==> src/rtl/utf8_stream_pkg.sv <==
// Shared constants and types for the TinyQV streaming UTF-8 decoder.
// Register map, status/flag bit positions and the decoder state enum.
package utf8_stream_pkg;

  localparam logic [3:0] ADDR_CTRL    = 4'd0;
  localparam logic [3:0] ADDR_DATA    = 4'd1;
  localparam logic [3:0] ADDR_POP     = 4'd2;

  localparam logic [3:0] ADDR_STATUS  = 4'd0;
  localparam logic [3:0] ADDR_IN_CNT  = 4'd1;
  localparam logic [3:0] ADDR_OUT_CNT = 4'd2;
  localparam logic [3:0] ADDR_FLAGS   = 4'd3;
  localparam logic [3:0] ADDR_CP0     = 4'd4;
  localparam logic [3:0] ADDR_CP1     = 4'd5;
  localparam logic [3:0] ADDR_CP2     = 4'd6;

  localparam int ST_DROP      = 0;
  localparam int ST_UNF       = 1;
  localparam int ST_OVF       = 2;
  localparam int ST_BUSY      = 3;
  localparam int ST_OUT_EMPTY = 4;
  localparam int ST_OUT_FULL  = 5;
  localparam int ST_IN_EMPTY  = 6;
  localparam int ST_IN_FULL   = 7;

  localparam int FL_RANGE    = 0;
  localparam int FL_SURR     = 1;
  localparam int FL_OVERLONG = 2;
  localparam int FL_INVALID  = 3;
  localparam int FL_TRUNC    = 4;

  localparam int FLAG_W = 5;
  localparam int CP_W   = 21;
  localparam int ENT_W  = FLAG_W + CP_W;

  localparam logic [20:0] REPLACEMENT_CP = 21'h00FFFD;
  localparam logic [20:0] MAX_CP         = 21'h10FFFF;
  localparam logic [20:0] BOM_CP         = 21'h00FEFF;

  typedef enum logic {
    S_IDLE,
    S_CONT
  } state_t;

endpackage

==> src/rtl/utf8_sync_fifo.sv <==
// Single-clock FIFO with flush; push when full and pop when empty
// are ignored, so callers keep their own overflow bookkeeping.
module utf8_sync_fifo #(
  parameter int WIDTH = 8,
  parameter int DEPTH = 4
) (
  input  logic                     clk,
  input  logic                     rst_n,
  input  logic                     flush,
  input  logic                     push,
  input  logic                     pop,
  input  logic [WIDTH-1:0]         din,
  output logic [WIDTH-1:0]         head,
  output logic                     full,
  output logic                     empty,
  output logic [$clog2(DEPTH):0]   count
);

  localparam int AW = $clog2(DEPTH);

  logic [WIDTH-1:0] mem [DEPTH];
  logic [AW-1:0]    wr_ptr;
  logic [AW-1:0]    rd_ptr;
  logic             do_push;
  logic             do_pop;

  assign full    = count == (AW+1)'(DEPTH);
  assign empty   = count == '0;
  assign do_push = push && !full;
  assign do_pop  = pop && !empty;
  assign head    = mem[rd_ptr];

  always_ff @(posedge clk) begin
    if (do_push) mem[wr_ptr] <= din;
  end

  always_ff @(posedge clk or negedge rst_n) begin
    if (!rst_n) begin
      wr_ptr <= '0;
      rd_ptr <= '0;
      count  <= '0;
    end else if (flush) begin
      wr_ptr <= '0;
      rd_ptr <= '0;
      count  <= '0;
    end else begin
      if (do_push) wr_ptr <= wr_ptr + AW'(1);
      if (do_pop)  rd_ptr <= rd_ptr + AW'(1);
      unique case ({do_push, do_pop})
        2'b10:   count <= count + (AW+1)'(1);
        2'b01:   count <= count - (AW+1)'(1);
        default: ;
      endcase
    end
  end

endmodule

==> src/rtl/tqvp_utf8_stream_decoder.sv <==
// Streaming UTF-8 decoder peripheral: byte FIFO -> decode FSM -> cp FIFO.
// Define UTF8_BOM_STRIP_EN to drop a leading U+FEFF after reset/flush.
module tqvp_utf8_stream_decoder #(
  parameter int IN_DEPTH  = 4,
  parameter int OUT_DEPTH = 4
) (
  input  logic       clk,
  input  logic       rst_n,
  input  logic [7:0] ui_in,
  output logic [7:0] uo_out,
  input  logic [3:0] address,
  input  logic       data_write,
  input  logic [7:0] data_in,
  output logic [7:0] data_out
);

  import utf8_stream_pkg::*;

  localparam int IW = $clog2(IN_DEPTH) + 1;
  localparam int OW = $clog2(OUT_DEPTH) + 1;

  logic             wr_ctrl, flush, bus_push, bus_pop;
  logic             in_full, in_empty, out_full, out_empty;
  logic [IW-1:0]    in_cnt;
  logic [OW-1:0]    out_cnt;
  logic [7:0]       b;
  logic [ENT_W-1:0] out_head, h_ent;
  logic             drop_err, ovf, unf, busy;
  logic             unused_ok;

  state_t      state, nx_state;
  logic [1:0]  need, nx_need;
  logic [14:0] acc, nx_acc;
  logic [20:0] min_cp, nx_min, full_cp, e_cp;
  logic [4:0]  e_flags;
  logic        emit, consume, err, bom_drop, keep;
  logic        dec_valid, go, in_pop, out_push;

  assign unused_ok = &{1'b0, ui_in};
  assign uo_out    = 8'h00;

  assign wr_ctrl  = data_write && address == ADDR_CTRL;
  assign flush    = wr_ctrl && data_in[0];
  assign bus_push = data_write && address == ADDR_DATA;
  assign bus_pop  = data_write && address == ADDR_POP;

  utf8_sync_fifo #(.WIDTH(8), .DEPTH(IN_DEPTH)) u_in_fifo (
    .clk   (clk),
    .rst_n (rst_n),
    .flush (flush),
    .push  (bus_push),
    .pop   (in_pop),
    .din   (data_in),
    .head  (b),
    .full  (in_full),
    .empty (in_empty),
    .count (in_cnt)
  );

  utf8_sync_fifo #(.WIDTH(ENT_W), .DEPTH(OUT_DEPTH)) u_out_fifo (
    .clk   (clk),
    .rst_n (rst_n),
    .flush (flush),
    .push  (out_push),
    .pop   (bus_pop),
    .din   ({e_flags, e_cp}),
    .head  (out_head),
    .full  (out_full),
    .empty (out_empty),
    .count (out_cnt)
  );

  assign full_cp = {acc, b[5:0]};

  always_comb begin
    nx_state = state;
    nx_need  = need;
    nx_acc   = acc;
    nx_min   = min_cp;
    emit     = 1'b0;
    consume  = 1'b0;
    e_cp     = REPLACEMENT_CP;
    e_flags  = '0;
    if (state == S_IDLE) begin
      consume = 1'b1;
      unique case (1'b1)
        !b[7]: begin
          emit = 1'b1;
          e_cp = {13'd0, b};
        end
        (b >= 8'hC2 && b <= 8'hDF): begin
          nx_state = S_CONT;
          nx_need  = 2'd1;
          nx_acc   = {10'd0, b[4:0]};
          nx_min   = 21'h000080;
        end
        (b[7:4] == 4'hE): begin
          nx_state = S_CONT;
          nx_need  = 2'd2;
          nx_acc   = {11'd0, b[3:0]};
          nx_min   = 21'h000800;
        end
        (b >= 8'hF0 && b <= 8'hF4): begin
          nx_state = S_CONT;
          nx_need  = 2'd3;
          nx_acc   = {12'd0, b[2:0]};
          nx_min   = 21'h010000;
        end
        default: begin
          emit = 1'b1;
          e_flags[FL_INVALID] = 1'b1;
        end
      endcase
    end else if (b[7:6] == 2'b10) begin
      consume = 1'b1;
      nx_acc  = full_cp[14:0];
      nx_need = need - 2'd1;
      if (need == 2'd1) begin
        nx_state = S_IDLE;
        emit     = 1'b1;
        if (full_cp < min_cp)
          e_flags[FL_OVERLONG] = 1'b1;
        else if (full_cp >= 21'h00D800 && full_cp <= 21'h00DFFF)
          e_flags[FL_SURR] = 1'b1;
        else if (full_cp > MAX_CP)
          e_flags[FL_RANGE] = 1'b1;
        else
          e_cp = full_cp;
      end
    end else begin
      // Broken sequence: the offending byte stays queued for a fresh look
      nx_state = S_IDLE;
      emit     = 1'b1;
      e_flags[FL_TRUNC] = 1'b1;
    end
  end

`ifdef UTF8_BOM_STRIP_EN
  logic seen;
  assign bom_drop = emit && !err && !seen && e_cp == BOM_CP;
`else
  assign bom_drop = 1'b0;
`endif

  assign err       = |e_flags;
  assign keep      = emit && !(err && drop_err) && !bom_drop;
  assign dec_valid = !in_empty && !flush;
  assign go        = dec_valid && !(keep && out_full);
  assign in_pop    = go && consume;
  assign out_push  = go && keep;

  always_ff @(posedge clk or negedge rst_n) begin
    if (!rst_n) begin
      state    <= S_IDLE;
      need     <= '0;
      acc      <= '0;
      min_cp   <= '0;
      drop_err <= 1'b0;
      ovf      <= 1'b0;
      unf      <= 1'b0;
`ifdef UTF8_BOM_STRIP_EN
      seen     <= 1'b0;
`endif
    end else begin
      if (wr_ctrl) drop_err <= data_in[1];
      if (flush) begin
        state  <= S_IDLE;
        need   <= '0;
        acc    <= '0;
        min_cp <= '0;
        ovf    <= 1'b0;
        unf    <= 1'b0;
`ifdef UTF8_BOM_STRIP_EN
        seen   <= 1'b0;
`endif
      end else begin
        if (bus_push && in_full) ovf <= 1'b1;
        if (bus_pop && out_empty) unf <= 1'b1;
        if (go) begin
          state  <= nx_state;
          need   <= nx_need;
          acc    <= nx_acc;
          min_cp <= nx_min;
`ifdef UTF8_BOM_STRIP_EN
          if (emit && !err) seen <= 1'b1;
`endif
        end
      end
    end
  end

  assign busy  = (state == S_CONT) || !in_empty;
  assign h_ent = out_empty ? '0 : out_head;

  always_comb begin
    data_out = 8'h00;
    case (address)
      ADDR_STATUS:  data_out = {in_full, in_empty, out_full, out_empty,
                                busy, ovf, unf, drop_err};
      ADDR_IN_CNT:  data_out = 8'(in_cnt);
      ADDR_OUT_CNT: data_out = 8'(out_cnt);
      ADDR_FLAGS:   data_out = {3'b000, h_ent[25:21]};
      ADDR_CP0:     data_out = h_ent[7:0];
      ADDR_CP1:     data_out = h_ent[15:8];
      ADDR_CP2:     data_out = {3'b000, h_ent[20:16]};
      default:      data_out = 8'h00;
    endcase
  end

endmodule
==> config.mk <==
export PLATFORM = sky130hd
export DESIGN_NAME = tqvp_utf8_stream_decoder
export DESIGN_NICKNAME = d
export VERILOG_FILES = /design/src/rtl/utf8_stream_pkg.sv /design/src/rtl/utf8_sync_fifo.sv /design/src/rtl/tqvp_utf8_stream_decoder.sv
export SDC_FILE = /design/constraint.sdc
export NUM_CORES = 1
export LEC_CHECK = 0
export BUFFER_PORTS_ARGS = -buffer_cell sky130_fd_sc_hd__buf_2
export CELL_PAD_IN_SITES_DETAIL_PLACEMENT = 0
export CELL_PAD_IN_SITES_GLOBAL_PLACEMENT = 2
export CORE_ASPECT_RATIO = 0.6
export CORE_MARGIN = 4
export CORE_UTILIZATION = 40
export DETAILED_ROUTE_END_ITERATION = 10
export GPL_ROUTABILITY_DRIVEN = 0
export GPL_TIMING_DRIVEN = 0
export HOLD_SLACK_MARGIN = 0.02
export PLACE_DENSITY = 0.83
export SKIP_LAST_GASP = 1
export SLEW_MARGIN = 0
export SYNTH_ARGS = -nofsm -noshare
export SYNTH_HDL_FRONTEND = slang
export SYNTH_SLANG_ARGS = --single-unit
==> constraint.sdc <==
create_clock -name clk -period 3.6 [get_ports clk]
set_clock_uncertainty 0.1 [all_clocks]
set_input_delay 0.36 -clock clk [delete_from_list [all_inputs] [get_ports clk]]
set_output_delay 0.36 -clock clk [all_outputs]
set_load 0.01 [all_outputs]
Word level (Yosys, flattened, before mapping) --
Memories as Yosys holds them, arrays and structs flattened. Cells that the tools add are included.
Word-level totals: register bits 56, memory bits (writable) 136, bits of input ports 23, output and inout bits 16, word-level logic and storage cells 164, memories 2
Cells by class: add/subtract/negate cells 9, magnitude comparators 8, eq/ne operators 17, multiplexer cells 67, reductions and logical operators 48
Memories:
- u_out_fifo.mem | words 4, width 26, rd ports 1, clocked after memory_dff 0, wr ports 1, line utf8_sync_fifo.sv:21 | logic [WIDTH-1:0] mem [DEPTH];
- u_in_fifo.mem | words 4, width 8, rd ports 1, clocked after memory_dff 0, wr ports 1, line utf8_sync_fifo.sv:21
Operators with widths (number):
- $mux 21 | 9
- $pmux 21 s3 | 1
- $mux 15 | 4
- $pmux 8 s7 | 1
- $pmux 15 s3 | 1
- $mux 1 | 28
- $mux 2 | 13
- $mux 26 | 1
- $ge 21x16->1 const B | 1
- $gt 21x21->1 const B | 1
- $le 21x16->1 const B | 1
- $lt 21x21->1 | 1
- $logic_and 1x1->1 | 20
- $ge 8x8->1 const B | 2
- $le 8x8->1 const B | 2
- $mux 16 | 1
- $mux 3 | 5
- $reduce_bool 2->1 | 7
- $eq 4x3->1 const B | 3
- $pmux 3 s2 | 2
- $add 2x1->2 const B | 4
- $eq 4x2->1 const B | 2
- $logic_not 1->1 | 8
- $add 3x1->3 const B | 2
- other kinds (20) | 29

Depth between registers and ports, before layout --
Gate-level depths: netlist of the first run. An unclocked memory read counts as a cell.
depth in word-level cells 20, depth in mapped cells 14, depth with buffers taken out 13

Modules after synthesis --
From an unflattened synthesis of the first run, not the netlist that was laid out.
Unflattened totals: cells, all modules 580, area total of the unflattened synthesis 8079.0 um^2
By module, submodules not included:
- utf8_sync_fifo at u_out_fifo | instances 1, cells an instance 197, area an instance 4287.9 um^2
- tqvp_utf8_stream_decoder | instances 1, cells an instance 280, area an instance 2099.5 um^2
- utf8_sync_fifo at u_in_fifo | instances 1, cells an instance 103, area an instance 1691.6 um^2

Worst setup path after synthesis of the first run --
No wires, ideal clock.
path type reg-to-reg, start register u_in_fifo.rd_ptr[0], end memory u_out_fifo.mem[0][0] (netlist name), enable pin, library setup time 385 ps, data arrival time 3070 ps, setup slack 45 ps, cell stages (with the launch flop) 9, path buffers 2, cell sequence dfrtp_1 buf_6 mux4_2 or4_1 o21ai_1 o21ai_1 a211oi_2 buf_2 and2_1
Between the ends: word-level cells in the longest chain between the ends 19, elaborated cells between the ends (all ways) 43, those cells by class order compare: 8; eq/ne: 2; mux: 17; reduce/logical: 15; memory: 1
RTL lines:
- start, declared | line utf8_sync_fifo.sv:23 | logic [AW-1:0] rd_ptr;
- start signal, assigned | line utf8_sync_fifo.sv:48 | if (do_pop) rd_ptr <= rd_ptr + AW'(1);
- $mem_v2 4x8 (*)
- $gt 21x21->1 (tied with other cells) | line tqvp_utf8_stream_decoder.sv:125 | else if (full_cp > MAX_CP)
- $mux 1 or $logic_and 1x1->1 (tied branches) | line tqvp_utf8_stream_decoder.sv:125, tqvp_utf8_stream_decoder.sv:123
- $mux 1 | line tqvp_utf8_stream_decoder.sv:123 | else if (full_cp >= 21'h00D800 && full_cp <= 21'h00DFFF)
- $mux 2 | line tqvp_utf8_stream_decoder.sv:121 | if (full_cp < min_cp)
- $mux 3 | line tqvp_utf8_stream_decoder.sv:118 | if (need == 2'd1) begin
- $mux 3 | line tqvp_utf8_stream_decoder.sv:114 | end else if (b[7:6] == 2'b10) begin
- $mux 3 | line tqvp_utf8_stream_decoder.sv:84 | if (state == S_IDLE) begin
- (+3 left out)
- $logic_and 1x1->1 (*) | line tqvp_utf8_stream_decoder.sv:146 | assign keep = emit && !(err && drop_err) && !bom_drop;
- $logic_and 1x1->1 | line tqvp_utf8_stream_decoder.sv:148 | assign go = dec_valid && !(keep && out_full);
- $logic_not 1->1 | line tqvp_utf8_stream_decoder.sv:148
- $logic_and 1x1->1 | line tqvp_utf8_stream_decoder.sv:148
- $logic_and 1x1->1 (*) | line tqvp_utf8_stream_decoder.sv:150 | assign out_push = go && keep;
- $logic_and 1x1->1 (*) | line utf8_sync_fifo.sv:29 | assign do_push = push && !full;
- $mux 1 (*) | line utf8_sync_fifo.sv:34 | if (do_push) mem[wr_ptr] <= din;
- $mux 1 (implied by the code) (*) | line utf8_sync_fifo.sv:34
- end, declared | line utf8_sync_fifo.sv:21
Mark *: on every way between the ends. The rest lies on a longest branch, timed or not.

Final worst setup path of the first run --
start register u_in_fifo.rd_ptr[0], end register u_out_fifo.count[2]
Between the ends: word-level cells in the longest chain between the ends 20, elaborated cells between the ends (all ways) 46, those cells by class order compare: 8; eq/ne: 4; mux: 17; reduce/logical: 16; memory: 1
RTL lines:
- $mem_v2 4x8 (*)
- $gt 21x21->1 (tied with other cells) | line tqvp_utf8_stream_decoder.sv:125
- $mux 1 or $logic_and 1x1->1 (tied branches) | line tqvp_utf8_stream_decoder.sv:125, tqvp_utf8_stream_decoder.sv:123
- $mux 1 | line tqvp_utf8_stream_decoder.sv:123
- $mux 2 | line tqvp_utf8_stream_decoder.sv:121
- $mux 3 | line tqvp_utf8_stream_decoder.sv:118
- $mux 3 | line tqvp_utf8_stream_decoder.sv:114
- $mux 3 | line tqvp_utf8_stream_decoder.sv:84
- (+4 left out)
- $logic_and 1x1->1 | line tqvp_utf8_stream_decoder.sv:148
- $logic_not 1->1 | line tqvp_utf8_stream_decoder.sv:148
- $logic_and 1x1->1 | line tqvp_utf8_stream_decoder.sv:148
- $logic_and 1x1->1 (*) | line tqvp_utf8_stream_decoder.sv:150
- $logic_and 1x1->1 (*) | line utf8_sync_fifo.sv:29
- $eq 2x1->1 or $eq 2x2->1 (tied branches) | line utf8_sync_fifo.sv:49 | unique case ({do_push, do_pop})
- $pmux 3 s2 | line utf8_sync_fifo.sv:49
- $mux 3 | line utf8_sync_fifo.sv:42 | end else if (flush) begin
- end signal, assigned | line utf8_sync_fifo.sv:50 | 2'b10: count <= count + (AW+1)'(1);
- end signal, assigned | line utf8_sync_fifo.sv:51 | 2'b01: count <= count - (AW+1)'(1);
- end, declared | line utf8_sync_fifo.sv:16 | output logic [$clog2(DEPTH):0] count
Marks and branches as above. A chain may end at the register's enable or synchronous reset.

==> flow_metrics.tcl, run 1 <==
set metrics [dict create \
    status "finished clean" \
    hold_violations 0 \
    drt_iter0_markers 408 \
    layout_common_cells "edfxtp_1, nor2_1, dfrtp_1, mux4_2, nand2_1" \
    required_ns 3.81 \
    dieWidth_um 188 \
    crit_arrival_ns 3.67 \
    grt_pass1_wl_um 28500 \
    switching_power_mw 2.98 \
    place_ws_ns -1.01 \
    seqPwrFrac 0.395 \
    ys_ff_latch 174 \
    numPortBuffers 20 \
    area_growth_pct 17.5 \
    drcViolationCount 0 \
    grt_use_met3 0.0499 \
    period_share 0.960 \
    cts_sinks 174 \
    met1_usage 0.268 \
    grt.total_usage 0.174 \
    antenna_left 0 \
    synth_edf_count 136 \
    crit_type "reg2reg" \
    n_antenna_cell 0 \
    comb_power_share 0.387 \
    grt_pass1_vias 4699 \
    clock_path_buffers 2 \
    switching_share 0.353 \
    final.setup.worst_slack_ns 0.143 \
    antenna_found_initial 0 \
    cts_tree "built" \
    p_leak_nw 3.33 \
    drv_cap 0 \
    avgSynthCellArea_um2 14.8 \
    drt_pre_antenna_iters 4 \
    slew_headroom 0.255 \
    cts_root_buffer "clkbuf_16" \
    start_util 0.408 \
    use_met2 0.251 \
    grt_start_max_net_pins 39 \
    total_power_mw 8.44 \
    slew_viol_final 0 \
    r2r_slack_ns 0.14 \
    synthArstFlopShare 0.218 \
    worst_setup_path_end_kind "flip-flop" \
    busiest_layer "met1" \
    synth_area_um2 7790 \
    clock.fmax_mhz 289 \
    r2r_cells 12 \
    post-dp-hpwl_um 13000 \
    setup_viol 0 \
    core_area_um2 19100 \
    synth_area_leaders "edfxtp_1, dfrtp_1, mux4_2, nor2_1, ha_1" \
    synth_top_area_cell "edfxtp_1" \
    yosysSeqAreaShare 0.646 \
    final_common_cell "edfxtp_1" \
    r2r-end "u_out_fifo.count[2]" \
    nets 630 \
    wl_per_cell_um 20.9 \
    worstMarginPinSlew_ns 1.11 \
    fin_crit_ns 3.46 \
    insertion_delay_ns 0.42 \
    die_h_um 116 \
    grt_overflow 0 \
    fin_util 0.480 \
    htreeDepth 4 \
    yosysWarnings 0 \
    dr_total_vias 4693 \
    ys_types 55 \
    hold_ws_ns 0.0526 \
    ios 39 \
    numCtsBuffers 17 \
    die_area_um2 21800 \
    clockPowerShare 0.218 \
    hold_end "u_in_fifo.mem[3][7]" \
    core.rowCount 39 \
    p_per_area_nw_per_um2 922 \
    r2r_start "u_in_fifo.rd_ptr[0]" \
    path_max_fanout 11 \
    yosys_most_used_dff "edfxtp_1" \
    netlist_instances 527 \
    min_path_cells 1 \
    cts.clk_slew.worst_paths_ns 0.07 \
    synth_top_area_share 0.524 \
    worstHoldStart "data_in[7]" \
    drive_above_1_share 0.249 \
    startpoint "u_in_fifo.rd_ptr[0]" \
    wirelength_um 18300 \
    peakVddDrop_v 0.000401 \
    vias_per_cell 5.38 \
    intPower_mw 5.46 \
    start_kind "flip-flop" \
    hp-class "in2reg" \
]
cell usage after synthesis (all sizes together) (2+ instances only):
cell type    n
nor2        43
nand2b       6
nor3         9
dfrtp       38
mux2i        9
a21o         4
a32oi        2
inv         19
o22a         4
edfxtp     136
or4          2
and2        11
nand4        2
fa           2
o21ai       17
o21a         9
nor2b        8
a22o        15
clkbuf      20
a21oi       15
nand2       29
xnor2        5
buf         14
mux2         5
mux4        34
a22oi        7
nor4         3
nor3b        4
ha          11
and3         3
nand3b       5
o31ai        2
nand3       17
flip-flops by register name (all words and copies together) (netlist names), 2 cells and up:
signal / flops
acc: 15
need: 2
u_out_fifo.rd_ptr: 2
u_in_fifo.mem: 32
u_out_fifo.mem: 104
u_out_fifo.wr_ptr: 2
u_in_fifo.count: 3
u_in_fifo.rd_ptr: 2
min_cp: 3
u_in_fifo.wr_ptr: 2
u_out_fifo.count: 3
kinds of logic after synthesis:
family / Yosys count / share of synthesized area
AOI/OAI and AO/OA: 85 / 0.0813
xor gates and xnor gates: 6 / 0.00674
adders and majority gates: 13 / 0.0228
buffers and inverters: 53 / 0.0310
DFF: 174 / 0.646
muxes: 48 / 0.117
other: 1 / 0.000481
and+or+nand+nor: 147 / 0.0944
worst max-delay path, cell delays in order, from the launching register on:
cell      delay (ns)
dfrtp_1         0.41
buf_12          0.15
mux4_2          0.53
or4_4           0.57
o21ai_4         0.21
o21ai_4         0.09
a211oi_4        0.24
buf_6           0.18
nor2_1          0.08
fa_2            0.38
buf_4           0.15
a32oi_1         0.16
o21ai_1         0.08
per-layer routing:
| layer | wire, µm | share of wire |
|---|---|---|
| met1 | 9070 | 0.50 |
| met5 | 0 | 0 |
| met3 | 1370 | 0.075 |
| met4 | 78 | 0.0043 |
| met2 | 7760 | 0.42 |
stage by stage:
| stage | instance area, µm² | instances | TNS (ns) |
|---|---|---|---|
| floorplan | 7820 | 534 | 0 |
| global placement | 8250 | 820 | -98.73 |
| detailed placement | 8310 | 823 | -75.17 |
| CTS | 9050 | 867 | 0 |
| global route | 9160 | 873 | -0.0165 |
| finish | 9160 | 873 | 0 |
power groups by stage:
stage | logic, mW | clock network [mW] | registers [mW]
2_1_floorplan | 2.07 | 0 | 3.24
3_3_place_gp | 2.79 | 0 | 3.32
3_5_place_dp | 2.95 | 0 | 3.35
4_1_cts | 3.15 | 1.86 | 3.34
5_1_grt | 3.57 | 1.96 | 3.40
6_report | 3.26 | 1.84 | 3.33
area by class of cell:
| type | instances | area, µm² |
|---|---|---|
| tap | 266 | 333 |
| clock buffer | 17 | 425 |
| buffer | 30 | 170 |
| sequential | 174 | 5030 |
| fill | 1631 | 9920 |
| timing repair buffer | 45 | 342 |
| multi-input combinational | 307 | 2610 |
| clock inverter | 15 | 165 |
| inverter | 19 | 71.3 |
what timing repair did:
action / 4_1_cts / 5_1_grt
gates resized for setup: 18 / 16
setup endpoints to repair: 112 / 12
hold buffers: 1 / 0
pin swaps: 6 / 6
hold endpoints to repair: 21 / 0
setup buffers: 13 / 8
worst max-delay path by stage:
| stage | to | slack (ns) | depth (start not counted) |
|---|---|---|---|
| 6_report | u_out_fifo.count[2] | 0.14 | 12 |
| 2_1_floorplan | u_out_fifo.mem[0][0] | 0.05 | 8 |
| 4_1_cts | u_out_fifo.count[2] | 0.001 | 14 |
| 5_1_grt | u_out_fifo.count[2] | -0.01 | 13 |
| 3_3_place_gp | u_out_fifo.mem[0][19] | -0.95 | 8 |
| 3_5_place_dp | u_out_fifo.mem[1][19] | -1.01 | 8 |
No activity file was read; power rests on OpenSTA's default activity.
==> run 2, diff against run 1 <==
==> constraint.sdc (replaced) <==
create_clock -name clk -period 3.6 [get_ports clk]
set_clock_uncertainty 0.1 [all_clocks]
set_input_delay 0.36 -clock clk [delete_from_list [all_inputs] [get_ports clk]]
set_output_delay 0.36 -clock clk [all_outputs]
set_load 0.005 [all_outputs]
==> flow_metrics.tcl, run 2 (synthesized netlist as in run 1, its figures left out) <==
set metrics [dict create \
    clock_path_buffers 2 \
    slew_viol_final 0 \
    total_power_mw 8.40 \
    switching_share 0.353 \
    top_regs "u_out_fifo.mem: 104 flops, u_in_fifo.mem: 32 flops, acc: 15 flops" \
    core_area_um2 19100 \
    final_common_cell "edfxtp_1" \
    antenna_found_initial 0 \
    numCtsBuffers 17 \
    dr_total_vias 4658 \
    n_antenna_cell 0 \
    fin_util 0.479 \
    grt_overflow 0 \
    worstMarginPinSlew_ns 1.09 \
    drt_iter0_markers 341 \
    critPathMaxStageDelay_ns 0.60 \
    cts.clk_slew.worst_paths_ns 0.07 \
    slew_headroom 0.265 \
    largest_reg_flops 104 \
    clockPowerShare 0.219 \
    path_delay_family "compound AO/OA/AOI/OAI gates" \
    drv_cap 0 \
    layout_common_cells "edfxtp_1, nor2_1, dfrtp_1, mux4_2, nand2_1" \
    vias_per_cell 5.35 \
    grt_pass1_wl_um 28400 \
    p_per_area_nw_per_um2 919 \
    wirelength_um 18200 \
    final.setup.worst_slack_ns 0.0944 \
    cts_sinks 174 \
    ios 39 \
    insertion_delay_ns 0.42 \
    drive_above_1_share 0.245 \
    hold_ws_ns 0.0542 \
    start_kind "flip-flop" \
    crit_type "reg2reg" \
    die_area_um2 21800 \
    p_leak_nw 3.31 \
    numPortBuffers 20 \
    start_util 0.408 \
    hold_violations 0 \
    worst_setup_path_end_kind "flip-flop" \
    clock.fmax_mhz 285 \
    seqPwrFrac 0.397 \
    place_ws_ns -1.01 \
    area_growth_pct 17.2 \
    switching_power_mw 2.97 \
    crit_buf_inv 3 \
    cp_cell_sequence "buf_12, buf_4, mux4_2, o21ai_2, a21oi_2, o21ai_4, nand2_1, a2111oi_4, nor2b_4, fa_1, inv_1, o221ai_1" \
    die_h_um 116 \
    grt_start_max_net_pins 39 \
    antenna_left 0 \
    hp-class "in2reg" \
    nets 627 \
    setup_viol 0 \
    path_max_fanout 7 \
    status "finished clean" \
    post-dp-hpwl_um 13000 \
    peakVddDrop_v 0.000397 \
    drt_pre_antenna_iters 5 \
    fin_crit_ns 3.51 \
    period_share 0.974 \
    wl_per_cell_um 20.9 \
    drcViolationCount 0 \
    top_register "u_out_fifo.mem" \
    setup-tns-final_ns 0 \
    core.rowCount 39 \
    cts_tree "built" \
    cts_root_buffer "clkbuf_16" \
    crit_path_top_delay_cell "mux4_2" \
    crit_arrival_ns 3.70 \
    htreeDepth 4 \
    intPower_mw 5.43 \
    grt_pass1_vias 4680 \
    comb_power_share 0.383 \
    required_ns 3.80 \
    grt.total_usage 0.174 \
    dieWidth_um 188 \
    n_fill_cell 1638 \
]
## run 2: path summary, 6_finish.rpt
kind / endpoint / depth (start not counted) / slack, ns / startpoint
max: u_in_fifo.count[1] / 12 / 0.09 / u_in_fifo.rd_ptr[0]
min: u_in_fifo.mem[3][7] / 1 / 0.05 / data_in[7]
min reg2reg: need[1] / 2 / 0.41 / need[1]
max in group asynchronous: acc[4] / 2 / 2.29 / rst_n
max reg2reg: u_in_fifo.count[1] / 12 / 0.09 / u_in_fifo.rd_ptr[0]
min in group asynchronous: u_out_fifo.wr_ptr[1] / 2 / 0.50 / rst_n
## run 2: repair_timing
action / 4_1_cts / 5_1_grt
pin swaps: 5 / 6
endpoints found under the hold margin: 21 / 0
setup endpoints to repair: 112 / 29
hold buffers: 1 / 0
setup buffers: 10 / 8
resized for setup: 17 / 16
## run 2: final cells by class
class / instances / area (µm²) / share of cell area
sequential: 174 / 5030 / 0.551
multi-input combinational: 307 / 2610 / 0.286
clock buffer: 17 / 425 / 0.0466
tap: 266 / 333 / 0.0364
timing repair buffer: 42 / 319 / 0.0349
buffer: 30 / 170 / 0.0186
clock inverter: 15 / 165 / 0.0181
inverter: 19 / 71.3 / 0.00781
## run 2: power groups by stage
stage / logic [mW] / clock network [mW] / registers [mW]
final: 3.22 / 1.84 / 3.34
after global routing: 3.52 / 1.97 / 3.40
after CTS: 3.13 / 1.86 / 3.32
after detailed placement: 2.94 / 0 / 3.35
after global placement: 2.78 / 0 / 3.32
after floorplan: 2.06 / 0 / 3.24
## run 2: metrics by stage
step                      instance area, µm²  instances
after detailed placement                8310        823
after floorplan                         7820        534
final                                   9130        870
after global placement                  8250        820
after CTS                               9030        865
after global routing                    9130        870
## run 2: worst register-to-register path, stage by stage (launching register included)
cell and delay [ns]:
dfrtp_1 0.41, buf_12 0.15, buf_4 0.13, mux4_2 0.60
o21ai_2 0.22, a21oi_2 0.12, o21ai_4 0.21, nand2_1 0.13
a2111oi_4 0.50, nor2b_4 0.23, fa_1 0.41, inv_1 0.06
o221ai_1 0.12
## run 2: layer usage
layer / share of wire / track usage / up-vias
met5: 0 / 0 / -
met4: 0.0043 / 0.0293 / 0
met3: 0.081 / 0.0499 / 8
met2: 0.43 / 0.249 / 149
met1: 0.49 / 0.268 / 2376
li1: - / - / 2125
